File: config.mk
export PLATFORM = sky130hd
export DESIGN_NAME = hall_call_panel
export DESIGN_NICKNAME = d
export VERILOG_FILES = /design/src/rtl/hall_call_panel.sv
export SDC_FILE = /design/constraint.sdc
export NUM_CORES = 1
export LEC_CHECK = 0
export ABC_AREA = 1
export BUFFER_PORTS_ARGS = -buffer_cell sky130_fd_sc_hd__buf_2
export CAP_MARGIN = 20
export CORE_MARGIN = 2
export CORE_UTILIZATION = 40
export DETAILED_ROUTE_END_ITERATION = 7
export PLACE_DENSITY = 0.6
export SYNTH_ARGS = -nofsm -noshare
export SYNTH_HDL_FRONTEND = slang
export SYNTH_SLANG_ARGS = --single-unit
File: constraint.sdc
create_clock -name clk -period 5.5 [get_ports clk]
set_input_delay 0 -clock clk [delete_from_list [all_inputs] [get_ports clk]]
set_output_delay 0 -clock clk [all_outputs]
set_load 0.05 [all_outputs]
File: src/rtl/hall_call_panel.sv
// -----------------------------------------------------------------------------
// hall_call_panel
//
// Front end for the elevator main controller. Each physical hall-call button
// (up/down per floor) is debounced, latched as a level request and held until
// the controller strobes a service clear. A held button must be released
// before it can latch again. Every latched request carries a saturating wait
// age. The panel reports the number of pending requests and the
// longest-waiting one.
//
// Ports
//   clk           system clock, all state changes on posedge
//   reset         synchronous, active-high reset
//   raw_up        raw up-button levels, bit i = floor i
//   raw_down      raw down-button levels, bit i = floor i
//   clr_up        one-cycle service-clear strobes for up requests
//   clr_down      one-cycle service-clear strobes for down requests
//   req_up        latched up requests (level)
//   req_down      latched down requests (level)
//   pending_cnt   number of latched requests
//   oldest_valid  at least one request is latched
//   oldest_floor  floor of the longest-waiting request (0 when none)
//   oldest_dir    direction of that request, 0 = UP, 1 = DOWN (0 when none)
// -----------------------------------------------------------------------------
module hall_call_panel #(
  parameter int FLOORS     = 3,
  parameter int DEB_CYCLES = 2,
  parameter int AGE_W      = 4,
  parameter int FLR_W      = 2
) (
  input  logic              clk,
  input  logic              reset,
  input  logic [FLOORS-1:0] raw_up,
  input  logic [FLOORS-1:0] raw_down,
  input  logic [FLOORS-1:0] clr_up,
  input  logic [FLOORS-1:0] clr_down,
  output logic [FLOORS-1:0] req_up,
  output logic [FLOORS-1:0] req_down,
  output logic [FLR_W+1:0]  pending_cnt,
  output logic              oldest_valid,
  output logic [FLR_W-1:0]  oldest_floor,
  output logic              oldest_dir
);

  // Buttons are flattened: index f is up at floor f,
  // and index FLOORS+f is down at floor f.
  localparam int NB    = 2 * FLOORS;
  localparam int CNT_W = (DEB_CYCLES > 1) ? $clog2(DEB_CYCLES) : 1;
  localparam logic [CNT_W-1:0] CNT_LAST = CNT_W'(DEB_CYCLES - 1);
  localparam logic [AGE_W-1:0] AGE_MAX  = '1;

  typedef enum logic [1:0] {
    S_IDLE,
    S_DEBOUNCE,
    S_LATCHED,
    S_WAIT_RELEASE
  } btn_state_t;

  // Up at the top floor and down at the ground floor do not exist.
  function automatic logic btn_valid(input int b);
    if (b < FLOORS) return (b != FLOORS - 1);
    else            return (b != FLOORS);
  endfunction

  function automatic logic [AGE_W-1:0] age_sat_inc(input logic [AGE_W-1:0] a);
    return (a == AGE_MAX) ? a : a + 1'b1;
  endfunction

  logic [NB-1:0]    raw_all;
  logic [NB-1:0]    clr_all;
  logic [NB-1:0]    lat;

  btn_state_t       state_q   [NB];
  btn_state_t       state_nxt [NB];
  logic [CNT_W-1:0] cnt_q     [NB];
  logic [CNT_W-1:0] cnt_nxt   [NB];
  logic [AGE_W-1:0] age_q     [NB];
  logic [AGE_W-1:0] age_nxt   [NB];

  assign raw_all = {raw_down, raw_up};
  assign clr_all = {clr_down, clr_up};

  // State register for all button FSMs
  always_ff @(posedge clk) begin
    if (reset) begin
      for (int b = 0; b < NB; b++) begin
        state_q[b] <= S_IDLE;
        cnt_q[b]   <= '0;
        age_q[b]   <= '0;
      end
    end else begin
      for (int b = 0; b < NB; b++) begin
        state_q[b] <= state_nxt[b];
        cnt_q[b]   <= cnt_nxt[b];
        age_q[b]   <= age_nxt[b];
      end
    end
  end

  // Next-state logic. A clear strobe blocks any progress toward LATCHED in the
  // same cycle, so a serviced button always ends the cycle OFF.
  always_comb begin
    for (int b = 0; b < NB; b++) begin
      state_nxt[b] = state_q[b];
      cnt_nxt[b]   = cnt_q[b];
      age_nxt[b]   = '0;

      if (!btn_valid(b)) begin
        state_nxt[b] = S_IDLE;
        cnt_nxt[b]   = '0;
      end else begin
        case (state_q[b])
          S_IDLE: begin
            cnt_nxt[b] = '0;
            if (!clr_all[b] && raw_all[b]) begin
              if (DEB_CYCLES == 1) begin
                state_nxt[b] = S_LATCHED;
              end else begin
                state_nxt[b] = S_DEBOUNCE;
                cnt_nxt[b]   = CNT_W'(1);
              end
            end
          end
          S_DEBOUNCE: begin
            if (clr_all[b] || !raw_all[b]) begin
              state_nxt[b] = S_IDLE;
              cnt_nxt[b]   = '0;
            end else if (cnt_q[b] == CNT_LAST) begin
              state_nxt[b] = S_LATCHED;
              cnt_nxt[b]   = '0;
            end else begin
              cnt_nxt[b]   = cnt_q[b] + 1'b1;
            end
          end
          S_LATCHED: begin
            cnt_nxt[b] = '0;
            if (clr_all[b]) begin
              state_nxt[b] = raw_all[b] ? S_WAIT_RELEASE : S_IDLE;
            end else begin
              age_nxt[b]   = age_sat_inc(age_q[b]);
            end
          end
          S_WAIT_RELEASE: begin
            cnt_nxt[b] = '0;
            if (!raw_all[b]) state_nxt[b] = S_IDLE;
          end
          default: begin
            state_nxt[b] = S_IDLE;
            cnt_nxt[b]   = '0;
          end
        endcase
      end
    end
  end

  always_comb begin
    for (int b = 0; b < NB; b++) lat[b] = (state_q[b] == S_LATCHED);
  end

  assign req_up   = lat[FLOORS-1:0];
  assign req_down = lat[NB-1:FLOORS];

  // Oldest-request arbitration. Scanning floors upward with UP before DOWN and
  // replacing only on a strictly greater age gives the required tie-break.
  always_comb begin
    pending_cnt  = '0;
    oldest_valid = 1'b0;
    oldest_floor = '0;
    oldest_dir   = 1'b0;
    for (int f = 0; f < FLOORS; f++) begin
      for (int d = 0; d < 2; d++) begin
        if (lat[d*FLOORS+f]) begin
          pending_cnt = pending_cnt + 1'b1;
          if (!oldest_valid || (age_q[d*FLOORS+f] > age_q[oldest_dir*FLOORS+int'(oldest_floor)])) begin
            oldest_valid = 1'b1;
            oldest_floor = FLR_W'(f);
            oldest_dir   = 1'(d);
          end
        end
      end
    end
  end

endmodule

After elaboration in Yosys (flattened, before gate mapping)
Memory sizes are Yosys's and may differ from the RTL's.
Index checks and enable logic that the tools add are counted.
{ "classes": {"add_sub_neg": 16, "multipliers": 4, "order_cmp": 5, "eq_ne": 18, "mux": 112, "n_bitwise": 18, "reduce_logical": 34} }
{ "op_table": {"columns": ["operator", "n"], "rows": [
  ["$mux 4", 23],
  ["$mux 2", 36],
  ["$mux 1", 45],
  ["$add 4x1->4 const B", 9],
  ["$pmux 2 s4", 4],
  ["$eq 2x2->1 const B", 10],
  ["$gt 4x4->1", 5],
  ["$or 1x1->1", 18],
  ["$eq 4x4->1 const B", 4],
  ["$logic_not 1->1", 13],
  ["$mul 1x2->3 const B", 4],
  ["$pmux 1 s3", 4],
  ["$add 3x2->3", 3],
  ["$logic_or 1x1->1", 9],
  ["$eq 2x1->1 const B", 4],
  ["$logic_not 2->1", 4],
  ["$reduce_or 2->1", 4],
  ["$add 1x1->1 const B", 4],
  ["$logic_and 1x1->1", 4]
]} }
{ "totals": {"regBits": 0, "ram_bits": 42, "output_inout_bits": 14, "elab_cells": 210, "n_memories": 3} }
{ "memory_table": {"columns": ["memory", "words", "width", "read_ports", "rd_clocked_by_memory_dff", "write_ports", "line", "text"], "rows": [
  ["age_q", 6, 4, 10, 0, 6, "77", "logic [AGE_W-1:0] age_q [NB];"],
  ["state_q", 6, 2, 6, 0, 6, "73", "btn_state_t state_q [NB];"],
  ["cnt_q", 6, 1, 4, 0, 6, "75", "logic [CNT_W-1:0] cnt_q [NB];"]
]} }

Depth between registers and ports, before layout
Gate-level depths: netlist of run 1.
An unclocked memory read counts as a cell.
{ "logic_depth": {"ltp_word": 34, "depth_mapped": 38} }

Worst setup path before layout of run 1
OpenSTA, ideal clock, no wires.
{ "synth_timing": {"kind": "flip-flop to output port", "start": "memory age_q[0][2]", "end": "output oldest_dir", "arrival_ns": 4.680, "t_required_ns": 5.500, "setup_slack_ns": 0.820, "stages_incl_launch_ff": 36, "n_path_buf": 2, "path_cell_list": "dfxtp_1 > inv_1 > ha_1 > nand2_1 > inv_1 > nand2_1 > nand2_1 > nand2_1 > nand2_1 > nand2_2 > nand2_1 > o21ai_0 > ha_1 > nand2_1 > inv_1 > nand2_1 > nand2_1 > nand2_1 > nand2_1 > nand2_1 > nand2_1 > inv_1 > ha_1 > clkbuf_1 > buf_2 > o211ai_1 > nand2_1 > inv_1 > ha_1 > nand2_1 > inv_1 > nand2_1 > nand2_1 > nand2_1 > a21oi_1 > nand2b_1"} }
{ "synth_lines": {"columns": ["item", "line", "text"], "rows": [
  ["from (decl)", "77", null],
  ["to (decl)", "42", "output logic oldest_dir"]
]} }

==> metrics.cfg, run 1 <==
[power_and_ir_drop]
sw_frac_of_total_pct=42.3
p_switching_uw=250
clkPwrFrac_pct=18.7
power_leakage_nw=1.23
p_seq_share_pct=39.2
peakVddDrop_mv=0.253
combPwrFrac_pct=42.1
p_per_area_mw_per_mm2=251
internal_power_uw=342

[sta]
hold_violations=0
setup_ws_ps=891
final-setup-viol-count=0
grt_setup_unrepaired=false
finClkSkew_ps=6.71
tns_ps=0
whs_ps=19.1
fin_crit_sh_pct=83.8
max_freq_ghz=0.217
min_period_ps=4610
maxSlewViolCount=0

[synthesis]
yosysSeqAreaShare_pct=26.0
syn_area_mm2=0.00216
synth_edf_count=0
yosys_warnings=0
netlist_top_cells_area=dfxtp_1, nand2_1, ha_1, inv_1, nand3_1
synth_cell_types=35
synth.avg_cell_area_um2=6.54
ys_ff_latch=28
synthArstFlopShare_pct=0
synthCells=330
yosysTopAreaCell=dfxtp_1
yosys.area.top_type_share_pct=26.0
ys.flop_type=dfxtp_1

[global_routing]
grtUsageTotal_pct=14.5
grt_max_degree=17
grt_pass1_vias=1678
gr-total-overflow=0
grt_pass1_wl_um=7260
antenna_found_initial=0

[job]
drv_cap=0

[setup_path]
max_stage_delay_ps=560
cp_data_required_time_ps=5500
slowest_stage=ha_1
crit_start=age_q[0][2]
crit_type=register to primary output
critPathArrivalTime_ps=4610
start_kind=register
rrSetupSlack_ps=4100
crit_top_cell=nand2_1
r2r-start=state_q[5][0]
r2r_cells=6
critPathMaxFanout=16
end_kind=primary output

[worst_hold_path]
hold_depth=2
min_from=reset
min_path_type=primary input to register

[clock_tree]
clock-root-buffer=clkbuf_8
path_clk_slew_ps=90
cts_resized=0
holdBufCountCts=0
numCtsBuffers=3
cts_setup_buffers=0
cts_num_sinks=28
cts_tree=yes
htreeDepth=1
cts_buffer_depth=2
insertion_delay_ps=270

[layout]
layout_common_cells=nand2_1, inv_1, dfxtp_1
final_nets=391
mostFrequentLayoutCell=nand2_1
drive_gt1_share_pct=10.9
syn_to_final_growth_pct=9.28
fin_area_mm2=0.00236
diodes=0

[floorplan]
rows=26
dieArea_mm2=0.00600
initial_core_util_pct=41.7
die_height_um=77.5
core_area_mm2=0.00517
fp.dieW_um=77.5
ios=28

[route]
final_antenna_net_count=0
num_vias=1957
wl_per_cell_um=9.91
drt_iter0_drc=110
vias_per_cell=4.67
drc=0
drt_pre_antenna_iters=6
routed_wl_um=4150

[placed_design]
numPortBuffers=20
place_area_mm2=0.00232
pre_cts_ws_ps=1210
hpwl_um=3290
gp_congestion=0.809

[outcome]
status=completed

## registers in the layout, indices dropped and copies added, names as in the netlist
name / flops
age_q: 16
cnt_q: 4
state_q: 8
## synth_stat cells, types with 2 or more instances
master / count
a22oi_1: 2
nand2_1: 88
o21a_1: 2
o211ai_1: 8
nand3_1: 23
buf_2: 2
nor3_1: 5
nor2_1: 24
a21oi_1: 22
nand3_2: 2
a2111oi_0: 2
nand2_2: 3
o21ai_0: 13
dfxtp_1: 28
inv_2: 3
inv_1: 55
xor2_1: 2
buf_4: 3
or2_2: 2
ha_1: 26
## area by class of cell
| cell class | count | area (um^2) |
|---|---|---|
| fillers | 542 | 2810 |
| clock buffers | 3 | 41.3 |
| flip-flops and latches | 28 | 561 |
| repair buffers | 20 | 100 |
| inverters | 60 | 228 |
| multi-input cells | 238 | 1340 |
| well taps | 70 | 87.6 |
## metal layers
| layer | wire length [um] | global-route usage [%] | up-vias |
|---|---|---|---|
| met5 | 0 | 0 | - |
| met4 | 48 | 4.29 | 0 |
| met2 | 1760 | 22.9 | 29 |
| met1 | 2190 | 20.5 | 841 |
| met3 | 148 | 1.98 | 5 |
| li1 | - | - | 1082 |
## kinds of logic (layout without fill, tap and decap cells)
group | Yosys count | count (layout) | synth area share (%)
DFF | 28 | 28 | 26.0
and+or+nand+nor | 152 | 152 | 30.3
adders and majority gates | 26 | 26 | 15.1
buffers and inverters | 66 | 83 | 12.2
AOI/OAI and AO/OA | 53 | 53 | 14.3
other | 1 | 3 | 0.174
xor gates and xnor gates | 4 | 4 | 1.97
## stage by stage
stage | cells | util (%) | power [mW]
after global placement | 416 | 44.8 | 0.487
after detailed placement | 416 | 44.8 | 0.487
after CTS | 419 | 45.6 | 0.600
final | 419 | 45.6 | 0.592
after global routing | 419 | 45.6 | 0.644
after floorplan | 332 | - | 0.442
## worst paths after layout
| path | to |
|---|---|
| setup / recovery | oldest_dir |
| hold / removal | state_q[0][1] |
| setup reg to reg | state_q[5][1] |
| hold reg to reg | cnt_q[2][0] |
## power groups by stage
| stage | sequential, mW | combinational (mW) | clock [mW] |
|---|---|---|---|
| 3_3_place_gp | 0.237 | 0.250 | 0 |
| 3_5_place_dp | 0.237 | 0.250 | 0 |
| 4_1_cts | 0.233 | 0.251 | 0.116 |
| 6_report | 0.232 | 0.249 | 0.111 |
| 5_1_grt | 0.235 | 0.280 | 0.129 |
| 2_1_floorplan | 0.234 | 0.208 | 0 |
## worst max-delay path, delay by kind of cell (launching register included)
kind / cells / cell delay (ps)
and+or+nand+nor: 20 / 1450
adders and majority gates: 4 / 1420
buffers and inverters: 7 / 660
AOI/OAI and AO/OA: 3 / 430
DFF: 1 / 380
(Power assumes the default switching activity.)
==> run 2, diff against run 1 <==
==> constraint.sdc (replaced) <==
create_clock -name clk -period 4.8 [get_ports clk]
set_input_delay 0 -clock clk [delete_from_list [all_inputs] [get_ports clk]]
set_output_delay 0 -clock clk [all_outputs]
set_load 0.05 [all_outputs]
==> metrics.cfg, run 2 (synthesized netlist as in run 1, its figures left out) <==
[layout]
fin_cells=420
largest_register=age_q
syn_to_final_growth_pct=12.1
reg_top3=age_q x16, state_q x8, cnt_q x4
largest_reg_flops=16
diodes=0
final_nets=391
layout_common_cells=nand2_1, inv_1, dfxtp_1
drive_gt1_share_pct=12.6
mostFrequentLayoutCell=nand2_1

[outcome]
status=completed

[sta]
hold_violations=0
finClkSkew_ps=2.62
whs_ps=24.0
fin_crit_sh_pct=89.0
max_freq_ghz=0.234
final-setup-viol-count=0
min_period_ps=4270
maxSlewViolCount=0
setup_ws_ps=527
tns_ps=0

[setup_path]
critPathArrivalTime_ps=4270
critPathMaxFanout=16
max_stage_delay_ps=390
slowest_stage=dfxtp_1
cp_data_required_time_ps=4800
end_kind=primary output
crit_type=register to primary output
start_kind=register
rrSetupSlack_ps=3400
crit_top_cell=nand2_1

[global_routing]
grt_pass1_wl_um=7330
antenna_found_initial=0
gr-total-overflow=0
grt_pass1_vias=1703
grt_max_degree=17
grtUsageTotal_pct=14.6

[floorplan]
ios=28
dieArea_mm2=0.00600
fp.dieW_um=77.5
initial_core_util_pct=41.7
rows=26
die_height_um=77.5
core_area_mm2=0.00517

[clock_tree]
cts_num_sinks=28
htreeDepth=1
cts_tree=yes
clock-root-buffer=clkbuf_8
cts_buffer_depth=2
path_clk_slew_ps=100
insertion_delay_ps=280
numCtsBuffers=3
holdBufCountCts=0

[route]
wl_per_cell_um=10.1
drc=0
final_antenna_net_count=0
drt_iter0_drc=96
drt_pre_antenna_iters=4
num_vias=1963
routed_wl_um=4250
vias_per_cell=4.67

[placed_design]
pre_cts_ws_ps=507
numPortBuffers=20
gp_congestion=0.809
hpwl_um=3330
dp_cells=416

[power_and_ir_drop]
power_leakage_nw=1.24
p_per_area_mw_per_mm2=310
peakVddDrop_mv=0.310

[job]
drv_cap=0

[worst_hold_path]
min_path_type=primary input to register

[run 2: worst paths after layout]
check                              startpoint               to  cells past startpoint
worst max-delay path              age_q[0][2]  oldest_floor[0]                     35
worst min-delay path                    reset      cnt_q[2][1]                      2
worst max register to register  state_q[5][0]    state_q[5][1]                      6
worst min register to register    cnt_q[2][0]      cnt_q[2][0]                      1
[run 2: what timing repair did]
item,CTS,global route
setup endpoints to repair,0,3
setup buffers,0,0
hold endpoints to repair,0,0
gates resized for setup,0,10
[run 2: area by class of cell]
class,instances,area [um^2]
clock buffer,3,41.3
clock inverter,1,30.0
fill,525,2750
inverter,60,228
multi-input combinational,238,1370
sequential,28,561
tap,70,87.6
timing repair buffer,20,103
[run 2: stage by stage]
stage | total power, mW | cell area (um^2) | util [%]
final | 0.750 | 2420 | 46.8
after global routing | 0.802 | 2420 | 46.8
after CTS | 0.751 | 2390 | 46.2
after detailed placement | 0.559 | 2320 | 44.8
after global placement | 0.558 | 2320 | 44.8
after floorplan | 0.507 | 2170 | -
[run 2: worst max-delay path, delay by kind of cell (launching register included)]
family | cells | cell delay, ps
and+or+nand+nor | 21 | 1470
adders and majority gates | 4 | 1160
buffers and inverters | 6 | 650
DFF | 1 | 390
AOI/OAI and AO/OA | 4 | 350
[run 2: metal layers]
metal  vias to the layer above  global-route usage, %  routed length [um]
met2                        27                   23.9                1820
li1                       1089                      -                   -
met5                         -                      0                   0
met1                       843                   20.0                2260
met4                         0                   2.68                  31
met3                         4                   3.26                 132
[run 2: report_power, final]
part	switching [mW]	total (mW)	internal, mW
clock	0.0789	0.191	0.112
sequential	0.0164	0.266	0.250
combinational	0.203	0.293	0.0901
total	0.298	0.750	0.452
